`src/rtl/spi_poll_pkg.sv`:
```
// Shared definitions for the SPI poll controller: SPI core register map,
// CTRL bit positions, FSM state encoding and constant helpers.
package spi_poll_pkg;

  localparam logic [4:0] ADR_RX0     = 5'h00;
  localparam logic [4:0] ADR_TX0     = 5'h00;
  localparam logic [4:0] ADR_CTRL    = 5'h10;
  localparam logic [4:0] ADR_DIVIDER = 5'h14;
  localparam logic [4:0] ADR_SS      = 5'h18;

  localparam int unsigned CTRL_CHAR_LEN_MSB = 6;
  localparam int unsigned CTRL_GO_BSY       = 8;
  localparam int unsigned CTRL_TX_NEG       = 10;
  localparam int unsigned CTRL_ASS          = 13;

  localparam int unsigned POLL_TIMEOUT_READS = 1024;

  typedef enum logic [2:0] {
    S_IDLE,
    S_WR_DIV,
    S_WR_SS,
    S_WR_TX,
    S_WR_CTRL,
    S_POLL,
    S_RD_RX,
    S_DONE
  } state_t;

  // Low-order mask covering len bits; len of 32 yields all ones.
  function automatic logic [31:0] char_mask(input logic [6:0] len);
    logic [31:0] m;
    m = '0;
    for (int unsigned i = 0; i < 32; i++) begin
      if (i < 32'(len)) m[i] = 1'b1;
    end
    return m;
  endfunction

  function automatic logic [31:0] ctrl_word(input logic [6:0] len);
    logic [31:0] w;
    w = '0;
    w[CTRL_CHAR_LEN_MSB:0] = len;
    w[CTRL_GO_BSY]         = 1'b1;
    w[CTRL_TX_NEG]         = 1'b1;
    w[CTRL_ASS]            = 1'b1;
    return w;
  endfunction

endpackage

```
`src/rtl/wishbone_b3.sv`:
```
// Single-beat Wishbone B3 bundle between the poll controller and the SPI core
// (5-bit word address, 32-bit data).
interface wishbone_b3;
  logic [4:0]  adr;
  logic [31:0] dat_m2s;
  logic [31:0] dat_s2m;
  logic [3:0]  sel;
  logic        cyc;
  logic        stb;
  logic        we;
  logic        ack;
  logic        err;
  logic        rty;

  modport master (
    output adr, dat_m2s, sel, cyc, stb, we,
    input  dat_s2m, ack, err, rty
  );

  modport slave (
    input  adr, dat_m2s, sel, cyc, stb, we,
    output dat_s2m, ack, err, rty
  );
endinterface

```
`src/rtl/spi_poll_timer.sv`:
```
// Free-running poll period counter: ticks once every PERIOD cycles while
// enable is high and restarts from PERIOD-1 whenever enable drops.
module spi_poll_timer #(
  parameter logic [31:0] PERIOD = 32'd1_000_000
) (
  input  logic clk,
  input  logic rst,
  input  logic enable,
  output logic tick
);

  logic [31:0] r_count;

  always_ff @(posedge clk) begin
    if (rst || !enable || r_count == '0) r_count <= PERIOD - 32'd1;
    else                                 r_count <= r_count - 32'd1;
  end

  assign tick = enable && (r_count == '0);

endmodule

```
`src/rtl/spi_poll_ctrl.sv`:
```
// Periodic / on-demand SPI sampler driving an SPI core over Wishbone.
// Optional macro SPI_POLL_TIMEOUT_EN aborts after 1024 busy GO_BSY reads.
module spi_poll_ctrl
  import spi_poll_pkg::*;
#(
  parameter logic [15:0] DIVIDER  = 16'd4,
  parameter logic [6:0]  CHAR_LEN = 7'd16,
  parameter logic [7:0]  SS_MASK  = 8'h01,
  parameter logic [31:0] PERIOD   = 32'd1_000_000,
  parameter logic [31:0] TX_WORD  = 32'h0
) (
  input  logic              clk,
  input  logic              rst,
  wishbone_b3.master        master,
  input  logic              enable,
  input  logic              start,
  output logic              busy,
  output logic [31:0]       sample,
  output logic              sample_valid,
  output logic              error
);

  localparam logic [31:0] SAMPLE_MASK = char_mask(CHAR_LEN);
  localparam logic [31:0] CTRL_VALUE  = ctrl_word(CHAR_LEN);

  state_t      r_state;
  state_t      w_next_state;
  logic        r_cyc;
  logic        r_we;
  logic [4:0]  r_adr;
  logic [31:0] r_dat;
  logic [31:0] r_rx;
  logic [31:0] r_sample;
  logic        r_sample_valid;
  logic        r_error;
  logic        r_pending;

  logic        w_tick;
  logic        w_ack;
  logic        w_err;
  logic        w_busy_bit;
  logic        w_timeout;
  logic        w_abort;
  logic        w_leave_idle;
  logic        w_issue;
  logic [4:0]  w_adr;
  logic        w_we;
  logic [31:0] w_dat;
  logic        w_unused_rty;

  spi_poll_timer #(
    .PERIOD (PERIOD)
  ) u_timer (
    .clk    (clk),
    .rst    (rst),
    .enable (enable),
    .tick   (w_tick)
  );

  assign w_ack        = r_cyc && master.ack;
  assign w_err        = r_cyc && master.err;
  assign w_busy_bit   = master.dat_s2m[CTRL_GO_BSY];
  assign w_leave_idle = (r_state == S_IDLE) && r_pending;
  assign w_unused_rty = master.rty;

`ifdef SPI_POLL_TIMEOUT_EN
  logic [9:0] r_poll_cnt;

  always_ff @(posedge clk) begin
    if (rst || r_state != S_POLL)  r_poll_cnt <= '0;
    else if (w_ack && w_busy_bit)  r_poll_cnt <= r_poll_cnt + 10'd1;
  end

  assign w_timeout = (r_state == S_POLL) && w_ack && w_busy_bit &&
                     (r_poll_cnt == 10'(POLL_TIMEOUT_READS - 1));
`else
  assign w_timeout = 1'b0;
`endif

  assign w_abort = w_err || w_timeout;

  always_ff @(posedge clk) begin
    if (rst) r_state <= S_IDLE;
    else     r_state <= w_next_state;
  end

  always_comb begin
    w_next_state = r_state;
    if (w_abort) begin
      w_next_state = S_IDLE;
    end else begin
      case (r_state)
        S_IDLE:    if (r_pending)               w_next_state = S_WR_DIV;
        S_WR_DIV:  if (w_ack)                   w_next_state = S_WR_SS;
        S_WR_SS:   if (w_ack)                   w_next_state = S_WR_TX;
        S_WR_TX:   if (w_ack)                   w_next_state = S_WR_CTRL;
        S_WR_CTRL: if (w_ack)                   w_next_state = S_POLL;
        S_POLL:    if (w_ack && !w_busy_bit)    w_next_state = S_RD_RX;
        S_RD_RX:   if (w_ack)                   w_next_state = S_DONE;
        S_DONE:                                 w_next_state = S_IDLE;
        default:                                w_next_state = S_IDLE;
      endcase
    end
  end

  // Access payload follows the state being entered, so the first write is
  // launched on the same edge that leaves IDLE; an access is only issued from
  // a cycle with cyc low, which leaves one idle cycle between accesses.
  always_comb begin
    w_adr = '0;
    w_we  = 1'b0;
    w_dat = '0;
    case (w_next_state)
      S_WR_DIV: begin
        w_adr = ADR_DIVIDER;
        w_we  = 1'b1;
        w_dat = {16'h0000, DIVIDER};
      end
      S_WR_SS: begin
        w_adr = ADR_SS;
        w_we  = 1'b1;
        w_dat = {24'h000000, SS_MASK};
      end
      S_WR_TX: begin
        w_adr = ADR_TX0;
        w_we  = 1'b1;
        w_dat = TX_WORD;
      end
      S_WR_CTRL: begin
        w_adr = ADR_CTRL;
        w_we  = 1'b1;
        w_dat = CTRL_VALUE;
      end
      S_POLL:  w_adr = ADR_CTRL;
      S_RD_RX: w_adr = ADR_RX0;
      default: ;
    endcase
    w_issue = !r_cyc && (w_next_state != S_IDLE) && (w_next_state != S_DONE);
  end

  always_ff @(posedge clk) begin
    if (rst) begin
      r_cyc <= 1'b0;
      r_we  <= 1'b0;
      r_adr <= '0;
      r_dat <= '0;
    end else if (r_cyc) begin
      if (master.ack || master.err) r_cyc <= 1'b0;
    end else if (w_issue) begin
      r_cyc <= 1'b1;
      r_we  <= w_we;
      r_adr <= w_adr;
      r_dat <= w_dat;
    end
  end

  always_ff @(posedge clk) begin
    if (rst) begin
      r_rx           <= '0;
      r_sample       <= '0;
      r_sample_valid <= 1'b0;
      r_error        <= 1'b0;
      r_pending      <= 1'b0;
    end else begin
      r_error        <= w_abort;
      r_sample_valid <= (r_state == S_DONE);
      if (r_state == S_RD_RX && w_ack) r_rx     <= master.dat_s2m;
      if (r_state == S_DONE)           r_sample <= r_rx & SAMPLE_MASK;
      r_pending <= start || w_tick || (r_pending && !w_leave_idle);
    end
  end

  assign master.cyc     = r_cyc;
  assign master.stb     = r_cyc;
  assign master.we      = r_we;
  assign master.adr     = r_adr;
  assign master.dat_m2s = r_dat;
  assign master.sel     = 4'hF;

  assign busy         = (r_state != S_IDLE);
  assign sample       = r_sample;
  assign sample_valid = r_sample_valid;
  assign error        = r_error;

endmodule

```
`src/flat_wrapper.sv`:
```
// flat-port wrapper written by rule: the top's interface ports become plain ports
module spi_poll_ctrl_flat import spi_poll_pkg::*;
#(
  parameter logic [15:0] DIVIDER  = 16'd4,
  parameter logic [6:0]  CHAR_LEN = 7'd16,
  parameter logic [7:0]  SS_MASK  = 8'h01,
  parameter logic [31:0] PERIOD   = 32'd1_000_000,
  parameter logic [31:0] TX_WORD  = 32'h0
)
  (clk, rst, enable, start, busy, sample, sample_valid, error, master_adr, master_dat_m2s, master_sel, master_cyc, master_stb, master_we, master_dat_s2m, master_ack, master_err, master_rty);
  wishbone_b3 master_i ();
  input  logic clk;
  input  logic rst;
  input  logic enable;
  input  logic start;
  output logic busy;
  output logic [31:0] sample;
  output logic sample_valid;
  output logic error;
  output wire logic [$bits(master_i.adr)-1:0] master_adr;
  output wire logic [$bits(master_i.dat_m2s)-1:0] master_dat_m2s;
  output wire logic [$bits(master_i.sel)-1:0] master_sel;
  output wire logic [$bits(master_i.cyc)-1:0] master_cyc;
  output wire logic [$bits(master_i.stb)-1:0] master_stb;
  output wire logic [$bits(master_i.we)-1:0] master_we;
  input wire logic [$bits(master_i.dat_s2m)-1:0] master_dat_s2m;
  input wire logic [$bits(master_i.ack)-1:0] master_ack;
  input wire logic [$bits(master_i.err)-1:0] master_err;
  input wire logic [$bits(master_i.rty)-1:0] master_rty;
  assign master_adr = master_i.adr;
  assign master_dat_m2s = master_i.dat_m2s;
  assign master_sel = master_i.sel;
  assign master_cyc = master_i.cyc;
  assign master_stb = master_i.stb;
  assign master_we = master_i.we;
  assign master_i.dat_s2m = master_dat_s2m;
  assign master_i.ack = master_ack;
  assign master_i.err = master_err;
  assign master_i.rty = master_rty;
  spi_poll_ctrl #(.DIVIDER(DIVIDER), .CHAR_LEN(CHAR_LEN), .SS_MASK(SS_MASK), .PERIOD(PERIOD), .TX_WORD(TX_WORD)) u_core (.clk(clk), .rst(rst), .master(master_i), .enable(enable), .start(start), .busy(busy), .sample(sample), .sample_valid(sample_valid), .error(error));
endmodule
```
`config.mk`:
```
export PLATFORM = sky130hd
export DESIGN_NAME = spi_poll_ctrl_flat
export DESIGN_NICKNAME = d
export VERILOG_FILES = /design/src/rtl/spi_poll_pkg.sv /design/src/rtl/wishbone_b3.sv /design/src/rtl/spi_poll_timer.sv /design/src/rtl/spi_poll_ctrl.sv /design/src/flat_wrapper.sv
export SDC_FILE = /design/constraint.sdc
export NUM_CORES = 1
export LEC_CHECK = 0
export ABC_AREA = 1
export CORE_MARGIN = 2
export CORE_UTILIZATION = 49
export CTS_BUF_LIST = sky130_fd_sc_hd__clkbuf_4
export CTS_CLUSTER_SIZE = 16
export DETAILED_ROUTE_END_ITERATION = 6
export GPL_TIMING_DRIVEN = 0
export PLACE_DENSITY = 0.89
export SETUP_SLACK_MARGIN = 0.5
export SLEW_MARGIN = 20
export SYNTH_ARGS = -nofsm -noshare
export SYNTH_HDL_FRONTEND = slang
export SYNTH_SLANG_ARGS = --single-unit
```
`constraint.sdc`:
```
create_clock -name clk -period 1.9 [get_ports clk]
set_input_delay 0.19 -clock clk [delete_from_list [all_inputs] [get_ports clk]]
set_output_delay 0.19 -clock clk [all_outputs]
set_load 0.005 [all_outputs]
```
# Word-level counts from Yosys, hierarchy flattened
# Cells that the tools add are included.
# op_classes
addsub	1
n_eq_ne	13
muxes	15
bitwise_logic	1
n_reduce_logical	25
# ops
op	count
14-bit case mux with 3 select lines	1
32-bit logical NOT	1
32-bit by 1-bit subtractor with 32-bit output (second input constant)	1
3-bit 2-to-1 mux	8
3-bit case mux with 8 select lines	1
3-bit equality test (second input constant)	6
5-bit case mux with 3 select lines	1
3-bit by 2-bit equality test with 1-bit output (second input constant)	4
1-bit logical AND	9
3-bit by 1-bit equality test with 1-bit output (second input constant)	2
3-bit nonzero test	2
1-bit logical OR	5
1-bit logical NOT	4
1-bit 2-to-1 mux	4
4-bit OR reduction	1
3-bit logical NOT	1
3-bit != test (second input constant)	1
2-bit AND reduction	1
2-bit OR reduction	1
1-bit NOT	1
# totals
register_bits	109
wordCells	66

# Longest topological paths before layout
# logic_depth
word_depth	10
depth_mapped	11

# Cells and area by module
# A second synthesis with hierarchy kept.
# hier_totals
cells_unflattened	588
area_unflattened_um2	4012.6
# by_module_without_submodules
mod	instances	cells_per_inst	area_per_inst_um2	seq_area_each_um2
spi_poll_ctrl	1	285	2173.3	900.9
spi_poll_timer	1	303	1839.3	640.6

# Worst setup path before layout
# Ideal clock, no wire load.
# synth_timing
path_type	register to register
startpoint	register u_core.u_timer.r_count[0]
endpoint	register u_core.u_timer.r_count[17]
setup_ps	128
arrival_ps	1354
required_time_ps	1772
path_slack_ps	418
path_stages_with_launch	10
cell_sequence	dfxtp_1 > inv_1 > ha_1 > nand2_1 > nor2_1 > nand3_1 > nand3_2 > inv_2 > buf_6 > o211ai_2
# synth_via
elab_chain_cells	2
elab_cells_between_ends	3
classes_between	1 x add/sub; 2 x reduce/logical
# synth_rtl
element	line	source
start, declared	spi_poll_timer.sv:12	logic [31:0] r_count;
start signal, assigned	spi_poll_timer.sv:15	if (rst || !enable || r_count == '0) r_count <= PERIOD - 32'd1;
start signal, assigned	spi_poll_timer.sv:16	else r_count <= r_count - 32'd1;
parallel branches: the longest is 2 deep, another holds 32-bit by 1-bit subtractor with 32-bit output	n/a	
# Parallel ways; which one is timed is not known.
# A chain may end at the register's enable or synchronous reset.

# Worst setup path in the final report
# layout_timing
startpoint	register u_core.u_timer.r_count[9]
endpoint	register u_core.u_timer.r_count[28]
# Same word-level chain as after synthesis.

==> results.md <==
* Total negative slack at 0 ns
* Main synth FF type: dfxtp_1
* Drt via density at around 5.3
* Final WL at ~13000 um
* Io pins at 118
* Number of diodes at 0
* YS warnings at 0
* Iteration-0 DRC Markers at roughly 360
* Achievable Freq at 0.599 GHz
* Final antenna-violating net count at 0
* Synth Instances at around 550
* Critical path, cell by cell: nor2_1 -> nand2_2 -> nor2_1 -> nand2_1 -> inv_1 -> nand4_1 -> or2_0 -> a21oi_1
* Num rows at 32
* Crit path top cell by count: nor2_1
* Overflow left after global routing at 0
* Met2 usage at 0.472
* Drt pass-1 iters at 6
* Synthesized area at ~0.0039 sq mm
* CTS tree: done
* Initial antenna violation count at 0
* Die Ht at 93.6 um
* R2R Setup Slk at 0.23 ns
* Crit start category: flip-flop
* Met3 GRT Util at 0.0629
* Clock Skew at about 0.028 ns
* Die Wd at 93.6 um
* DIE AREA at between 0.008 and 0.009 sq mm
* Largest net degree at the start of global routing at 15
* Fraction of layout instances using a drive strength above 1 at 0.463
* Avg Inst Size Synth at 7.12 sq um
* Leakage Power at roughly 2.8 nW
* Slowest CP cell: dfxtp_1
* Yosys top cell area share at 0.392
* GP Congestion at ~0.92
* Slew @ Worst Pin at between 0.5 and 0.6 ns
* Via count at between 4000 and 5000
* First-pass GRT wire length at between 15000 and 20000 um
* Max-cap violation count at 0
* Slew headroom at 0.641
* Post-layout util at 0.774
* Fin nets at ~760
* Grt met1 use at 0.266
* Maximum level of the CTS H-tree at 3
* Register bit count reported by yosys at 77
* VDD IR max at between 0.4 and 0.5 mV
* Filler cells at 486
* Library cells used by synthesis at 35
* Setup Viol. Count Final at 0
* Endpoint class of the critical path: flip-flop
* Clk buf depth at 2
* Outcome: completed
* CP max stage delay at approximately 0.37 ns
* Syn-to-layout area delta at 52.9%
* DRC Markers at 0
* Inserted Clock Buffers at 9
* Clock Sinks at 77
* Avg WL per Cell at ~16 um
* Critical path's top delay family: simple AND/OR/NAND/NOR gates
* Arrival time worst endpoint at 2.07 ns
* Crit path buf inv count at 1
* Initial cell density of the core at 0.506
* Vias in the first global route at between 4000 and 5000
* Total global-route track usage at 0.253
* Final worst path period need at 1.67 ns
* Final hold violations at 0
* Final worst-path cycle share at 0.879
* Power Dens Cells at ~550 mW/mm^2
* Seq/Total Area, Yosys at 0.392
* Clock Latency Late Sink at 0.47 ns
* Ranking of synthesized cells by area: dfxtp_1 39%, buf_4 10%, nand2_1 9.6%, nor2_1 8.6%, nand3_1 5.6%
* Detailed Place HPWL at around 6600 um
* Req. time, crit path at ~2.3 ns
* Core Box Area at around 0.0078 sq mm
* Async S/R FF share, synth at 0
* RSZ-0062 raised after global routing: true
* Crit Path Max Fanout at 4
* Min-delay worst type: in -> reg
* Dominant cell type by area after synthesis: dfxtp_1
* GR peak layer: met2
* Fin. max-slew vios at 0
* Root buffer cell: clkbuf_4
* CTS clk-pin slew, worst paths at ~0.14 ns
* Crit path kind: reg -> reg
* EDFF count, synth at 0
* PortBufs at 51
layout by cell type, fill, tap and decap left out, drive strengths merged, types with 8 or more instances in the layout:
master	n
o21ai	22
nand2	108
dfxtp	77
nand3	50
buf	122
inv	58
nand4	8
clkdlybuf4s50	20
clkbuf	18
conb	48
dlygate4sd2	27
nor2	103
a21oi	37
layer usage:
metal | vias up | wire length (um)
met2 | 278 | 7050
met4 | 0 | 817
met3 | 81 | 992
li1 | 1989 | -
met5 | - | 0
met1 | 1999 | 4550
power breakdown:
group	total, W	internal [W]	switching (W)
registers	0.00168	0.00165	0.0000290
logic	0.000593	0.000295	0.000297
clock network	0.00106	0.000406	0.000653
synthesized netlist by cell type, types with 6 or more instances:
cell type / number
a21oi_1: 36
buf_4: 54
dfxtp_1: 77
inv_1: 48
inv_2: 8
nand2_1: 100
nand3_1: 44
nand4_1: 8
nor2_1: 90
nor2_2: 10
o21ai_0: 21
xor2_1: 6
cell type report:
class | instances | area, sq um | area share
repair buffers | 112 | 1010 | 0.168
inverters | 56 | 230 | 0.0383
well taps | 102 | 128 | 0.0212
flip-flops and latches | 77 | 1620 | 0.270
multi-input cells | 399 | 2390 | 0.397
plain buffers | 66 | 498 | 0.0828
clock inverters | 6 | 68.8 | 0.0114
clock buffers | 9 | 67.6 | 0.0112
registers in the layout (all words and copies together), names as in the netlist:
| signal | count |
|---|---|
| u_core.u_timer.r_count | 32 |
| u_core.r_rx | 16 |
| u_core.sample | 16 |
| u_core.master.dat_m2s | 3 |
| u_core.r_state | 3 |
| u_core.master.adr | 2 |
| u_core.error | 1 |
| u_core.master.cyc | 1 |
| u_core.master.we | 1 |
| u_core.r_pending | 1 |
| u_core.sample_valid | 1 |
stage by stage:
stage	hold slack (ns)	area, sq um	instances	setup slack (ns)	total power, W
floorplan	0.325	4120	598	0.513	0.00198
global placement	0.373	4750	751	0.160	0.00213
detailed placement	0.377	4750	751	0.0992	0.00214
CTS	0.126	5500	810	0.354	0.00318
global route	0.174	6010	827	0.0863	0.00343
finish	0.151	6010	827	0.231	0.00333
timing repair:
item,4_1_cts,5_1_grt
setup endpoints to repair,90,66
endpoints found under the hold margin,0,0
cloned,2,0
pin swaps,26,38
gates resized for setup,147,128
buffers inserted,42,17
hold buffers,0,0
cell families after synthesis:
kind of cell             after synthesis  synth area share
adder cells (fa/ha/maj)                1           0.00318
XOR/XNOR                               9            0.0201
AO/OA/AOI/OAI                         61            0.0825
other                                  2           0.00191
flip-flops                            77             0.392
AND/OR/NAND/NOR                      280             0.327
buffers and inverters                122             0.173
worst register-to-register path, cell delays in order (launching register included):
cell,delay [ns]
dfxtp_1,0.37
nor2_1,0.20
nand2_2,0.14
nor2_1,0.18
nand2_1,0.13
inv_1,0.08
nand4_1,0.11
or2_0,0.25
a21oi_1,0.16
final timing paths:
| kind | start | endpoint | depth (start not counted) |
|---|---|---|---|
| setup / recovery | u_core.u_timer.r_count[9]$_SDFF_PP1_ | u_core.u_timer.r_count[28]$_SDFF_PP0_ | 8 |
| hold reg to reg | u_core.sample[4]$_SDFFE_PP0N_ | u_core.sample[4]$_SDFFE_PP0N_ | 2 |
| hold / removal | rst | u_core.sample[6]$_SDFFE_PP0N_ | 2 |
| setup reg to reg | u_core.u_timer.r_count[9]$_SDFF_PP1_ | u_core.u_timer.r_count[28]$_SDFF_PP0_ | 8 |
(Power assumes the default switching activity.)
